`src/rtl/genome_loader.sv`:
```
// Writer side of the logic-cell configuration interface: takes one 4-bit word per cell
// over valid/ready, then drives it on the shared RAM bus with setup, strobe and hold phases.
module genome_loader #(
    parameter int N_CELLS  = 16,
    parameter int ADDR_W   = 4,
    parameter int HOLD_CYC = 1
) (
    input  logic               clk,
    input  logic               rst_n,
    input  logic               start,
    input  logic [3:0]         cfg_data,
    input  logic               cfg_valid,
    output logic               cfg_ready,
    output logic [3:0]         cell_ram,
    output logic [N_CELLS-1:0] cell_we,
    output logic [ADDR_W-1:0]  cell_addr,
    output logic               busy,
    output logic               done
);

    localparam int                HOLD_W    = (HOLD_CYC > 1) ? $clog2(HOLD_CYC) : 1;
    localparam logic [HOLD_W-1:0] HOLD_LAST = HOLD_W'(HOLD_CYC - 1);
    localparam logic [ADDR_W-1:0] LAST_ADDR = ADDR_W'(N_CELLS - 1);

    typedef enum logic [2:0] {
        IDLE    = 3'd0,
        LOAD    = 3'd1,
        SETUP   = 3'd2,
        STROBE  = 3'd3,
        RELEASE = 3'd4,
        DONE    = 3'd5
    } state_t;

    state_t            state_r;
    logic [HOLD_W-1:0] hold_cnt_r;

    // Compare-based decode so an address wider than the cell count never indexes out of range.
    function automatic logic [N_CELLS-1:0] onehot(input logic [ADDR_W-1:0] addr);
        logic [N_CELLS-1:0] vec;
        vec = '0;
        for (int i = 0; i < N_CELLS; i++) begin
            vec[i] = (addr == ADDR_W'(i));
        end
        return vec;
    endfunction

    // Load sequencer; every output is a register so cell_we cannot glitch.
    always_ff @(posedge clk or negedge rst_n) begin
        if (!rst_n) begin
            state_r    <= IDLE;
            hold_cnt_r <= '0;
            cfg_ready  <= 1'b0;
            cell_ram   <= 4'd0;
            cell_we    <= '0;
            cell_addr  <= '0;
            busy       <= 1'b0;
            done       <= 1'b0;
        end else begin
            case (state_r)
                IDLE: begin
                    done    <= 1'b0;
                    cell_we <= '0;
                    if (start) begin
                        cell_addr <= '0;
                        busy      <= 1'b1;
                        cfg_ready <= 1'b1;
                        state_r   <= LOAD;
                    end else begin
                        cfg_ready <= 1'b0;
                    end
                end
                LOAD: begin
                    if (cfg_valid && cfg_ready) begin
                        cell_ram  <= cfg_data;
                        cfg_ready <= 1'b0;
                        state_r   <= SETUP;
                    end else begin
                        cfg_ready <= 1'b1;
                    end
                end
                SETUP: begin
                    hold_cnt_r <= '0;
                    cell_we    <= onehot(cell_addr);
                    state_r    <= STROBE;
                end
                STROBE: begin
                    if (hold_cnt_r == HOLD_LAST) begin
                        cell_we <= '0;
                        state_r <= RELEASE;
                    end else begin
                        hold_cnt_r <= hold_cnt_r + HOLD_W'(1);
                    end
                end
                RELEASE: begin
                    if (cell_addr == LAST_ADDR) begin
                        done    <= 1'b1;
                        state_r <= DONE;
                    end else begin
                        cell_addr <= cell_addr + ADDR_W'(1);
                        cfg_ready <= 1'b1;
                        state_r   <= LOAD;
                    end
                end
                DONE: begin
                    done    <= 1'b0;
                    busy    <= 1'b0;
                    state_r <= IDLE;
                end
                default: begin
                    state_r   <= IDLE;
                    cfg_ready <= 1'b0;
                    cell_we   <= '0;
                    busy      <= 1'b0;
                    done      <= 1'b0;
                end
            endcase
        end
    end

endmodule

```
`config.mk`:
```
export PLATFORM = sky130hd
export DESIGN_NAME = genome_loader
export DESIGN_NICKNAME = d
export VERILOG_FILES = /design/src/rtl/genome_loader.sv
export SDC_FILE = /design/constraint.sdc
export NUM_CORES = 1
export LEC_CHECK = 0
export ABC_AREA = 0
export BUFFER_PORTS_ARGS = -buffer_cell sky130_fd_sc_hd__buf_2
export CORE_AREA = 3 3 57 69
export CTS_CLUSTER_SIZE = 12
export DETAILED_ROUTE_END_ITERATION = 10
export DIE_AREA = 0 0 60 72
export PLACE_DENSITY = 0.72
export SLEW_MARGIN = 20
export SYNTH_ARGS = -nofsm -noshare
export SYNTH_HDL_FRONTEND = slang
export SYNTH_SLANG_ARGS = --single-unit
export TNS_END_PERCENT = 100
```
`constraint.sdc`:
```
create_clock -name clk -period 1.5 [get_ports clk]
set_input_delay 0.15 -clock clk [delete_from_list [all_inputs] [get_ports clk]]
set_output_delay 0.15 -clock clk [all_outputs]
set_load 0.01 [all_outputs]
```
==> reports/results.txt <==
Post-CTS Setup Repair Bufs: 0
Global route overflow: 0
Worst path slowest cell: dfrtp_1
Slew Viols, Final: 0
Core area: 3338 um2
Layout cells sized above 1: 0.3688
CTS Buf Count: 5
Area grow syn2layout: 24.02%
Remaining antenna violation count after routing: 0
Unrepaired setup endpoints after global routing: yes
Die Width: 60 um
Run status: completed
DR pass1 iterations: 4
Tot Pwr: 2.791 mW
R2R depth: 3
Via-to-Cell Ratio: 5.431
Die area: 4320 um2
Clk buf depth: 2
Reg2reg setup slack: 0.007 ns
Site Rows: 23
Endpoints failing setup: 0
Worst Min Path Start: cfg_data[1]
Max Clock Skew: 0.006797 ns
Vias in the first global route: 1064
Antenna diodes: 0
Hold Path Class: input port to flip-flop
Final Hold Viols: 0
Root buffer cell: clkbuf_8
FF+latch count, synth: 30
R2r endpoint: cfg_ready
Post-synth cell types: 34
Syn_area_per_cell: 12.17 um2
Layout Utilization: 0.5244
Setup_tns: 0 ns
Initial antenna violation count: 0
Worst-path clk slew: 0.06 ns
CP startpoint kind: flip-flop
Proportion of synthesized chip area in sequential cells: 0.5319
Post-DP HPWL: 2.212 mm
DR vias: 1070
Setup WS pre-CTS: -0.06021 ns
Min-Delay Path Depth: 2
Layout Nets: 171
Sink Count: 30
Power density over the cells: 1594 nW/um2
I/O Buffers: 34
Synthesized area: 1411 um2
Final wirelength: 3.020 mm
Worst Path Max Fanout: 13
Leak Pwr: 0.9014 nW
Initial Util: 0.4228
Clock latency on the worst-skew pair: 0.28 ns
DRC: 0
Max_slew headroom: 0.5649
Initial DRC count: 33
Fmax: 0.6696 GHz
Global-route wire length before repair: 4.892 mm
Design area: 1750 um2
GP Congestion: 0.8107
VDD IR max: 1223 uV
Ys Warns: 0
Inst Count DP: 188
Total GRT Usage: 0.1519
Setup crit end kind: flip-flop
H-tree depth: 2
Worst-margin pin slew: 0.6526 ns
Layout Cells excl Fill: 197
Routed wire per std cell: 15.33 um
Post-Synthesis Cells: 116
Synthesized Nets: 128
Height of the die: 72 um
Post-route clock period utilization: 0.9956
# IOs: 35
CP Class: flip-flop to flip-flop
Largest net degree at the start of global routing: 31
MaxCap Viol Count: 0
Hold worst-path end: cell_ram[1]
Worst EP arrival: 1.69 ns
Final WS setup: 0.006539 ns
FF-to-FF Start: state_r[0]
Worst path cell trace: nor2_2 > o21ai_0 > o211ai_1
Final hold slack: 0.09711 ns
Required time worst endpoint: 1.70 ns
CTS tree: yes
Fin crit period: 1.493 ns
Worst path max stage delay: 0.54 ns
Placed inst area: 1640 um2
report_power, final:
group,internal [mW],switching (mW)
clock,0.369,0.286
combinational,0.429,0.529
sequential,0.963,0.215
total,1.76,1.03
placed cells by master (no fill, tap or decap), types with 2 or more instances in the layout:
master	instances
o21ai_0	5
clkbuf_8	6
nand2_1	2
a21oi_1	6
a311oi_1	2
o211ai_1	2
nor3_1	2
ha_1	3
and4_1	2
buf_4	8
nor2_1	3
nor2b_1	6
inv_1	3
nor2_4	2
and3_1	5
o2bb2ai_1	2
dfrtp_1	29
a22o_1	12
buf_2	34
a32o_1	5
mux2_2	4
per-layer routing:
metal  vias to the layer above  wire length (um)  global-route usage
li1                        528                 -                   -
met1                       510              1335              0.1769
met2                        26              1495              0.2584
met3                         6               153             0.05338
met4                         0                35             0.04433
met5                         -                 0                   0
sequential cells by signal, summed over array words and instances, names as in the netlist:
signal,cells
busy,1
cell_addr,4
cell_ram,4
cell_we,16
cfg_ready,1
done,1
state_r,3
Yosys cell counts (all sizes together):
cell,count,area [um2]
xor2,1,8.760
a2111o,1,11.26
nand4b,1,23.77
mux2,4,45.04
nand2b,1,6.260
nand2,2,7.510
nor3,2,10.01
a21o,1,7.510
o211ai,2,15.01
a311oi,2,17.52
buf,6,43.79
dfrtp,30,750.7
a32o,5,50.05
a21oi,6,30.03
clkbuf,1,3.750
or3b,1,8.760
a41oi,1,8.760
ha,4,50.05
o2bb2ai,2,17.52
inv,3,11.26
a22oi,1,7.510
and3,5,31.28
nor2b,6,37.54
mux2i,1,10.01
and2,1,6.260
nor2,6,35.03
and4,2,17.52
o21ai,5,25.02
a22o,12,105.1
o311ai,1,8.760
worst max path at each step:
| stage | startpoint | endpoint | depth (start not counted) |
|---|---|---|---|
| 3_3_place_gp | cell_addr[0] | cfg_ready | 4 |
| 6_report | state_r[0] | cfg_ready | 3 |
| 2_1_floorplan | cell_addr[0] | cfg_ready | 4 |
| 4_1_cts | cell_addr[0] | cfg_ready | 4 |
| 5_1_grt | state_r[0] | cell_addr[1] | 3 |
| 3_5_place_dp | cell_addr[0] | cfg_ready | 4 |
critical path: cells and delay by family (launching register included):
family             cells  cell delay [ns]
DFF                    1             0.54
AOI/OAI and AO/OA      2             0.52
and+or+nand+nor        1             0.36
timing repair:
item	4_1_cts	5_1_grt
resized for setup	1	3
endpoints found under the hold margin	30	0
endpoints found under the setup margin	1	22
hold buffers	1	0
layout make-up:
type                            instances  area [um2]
Inverter                                3       11.26
Tap cell                               37       46.29
Multi-Input combinational cell         76       609.3
Timing Repair Buffer                   43       240.2
Sequential cell                        30       752.0
Clock inverter                          1       5.005
Clock buffer                            7       86.33
Fill cell                             291        1588
kinds of logic after synthesis:
kind of cell	share of synthesized area
buffers and inverters	0.04166
multiplexers	0.03901
adder cells (fa/ha/maj)	0.03546
XOR/XNOR	0.006207
AND/OR/NAND/NOR	0.1303
AO/OA/AOI/OAI	0.2154
flip-flops	0.5319
(Power assumes the default switching activity.)
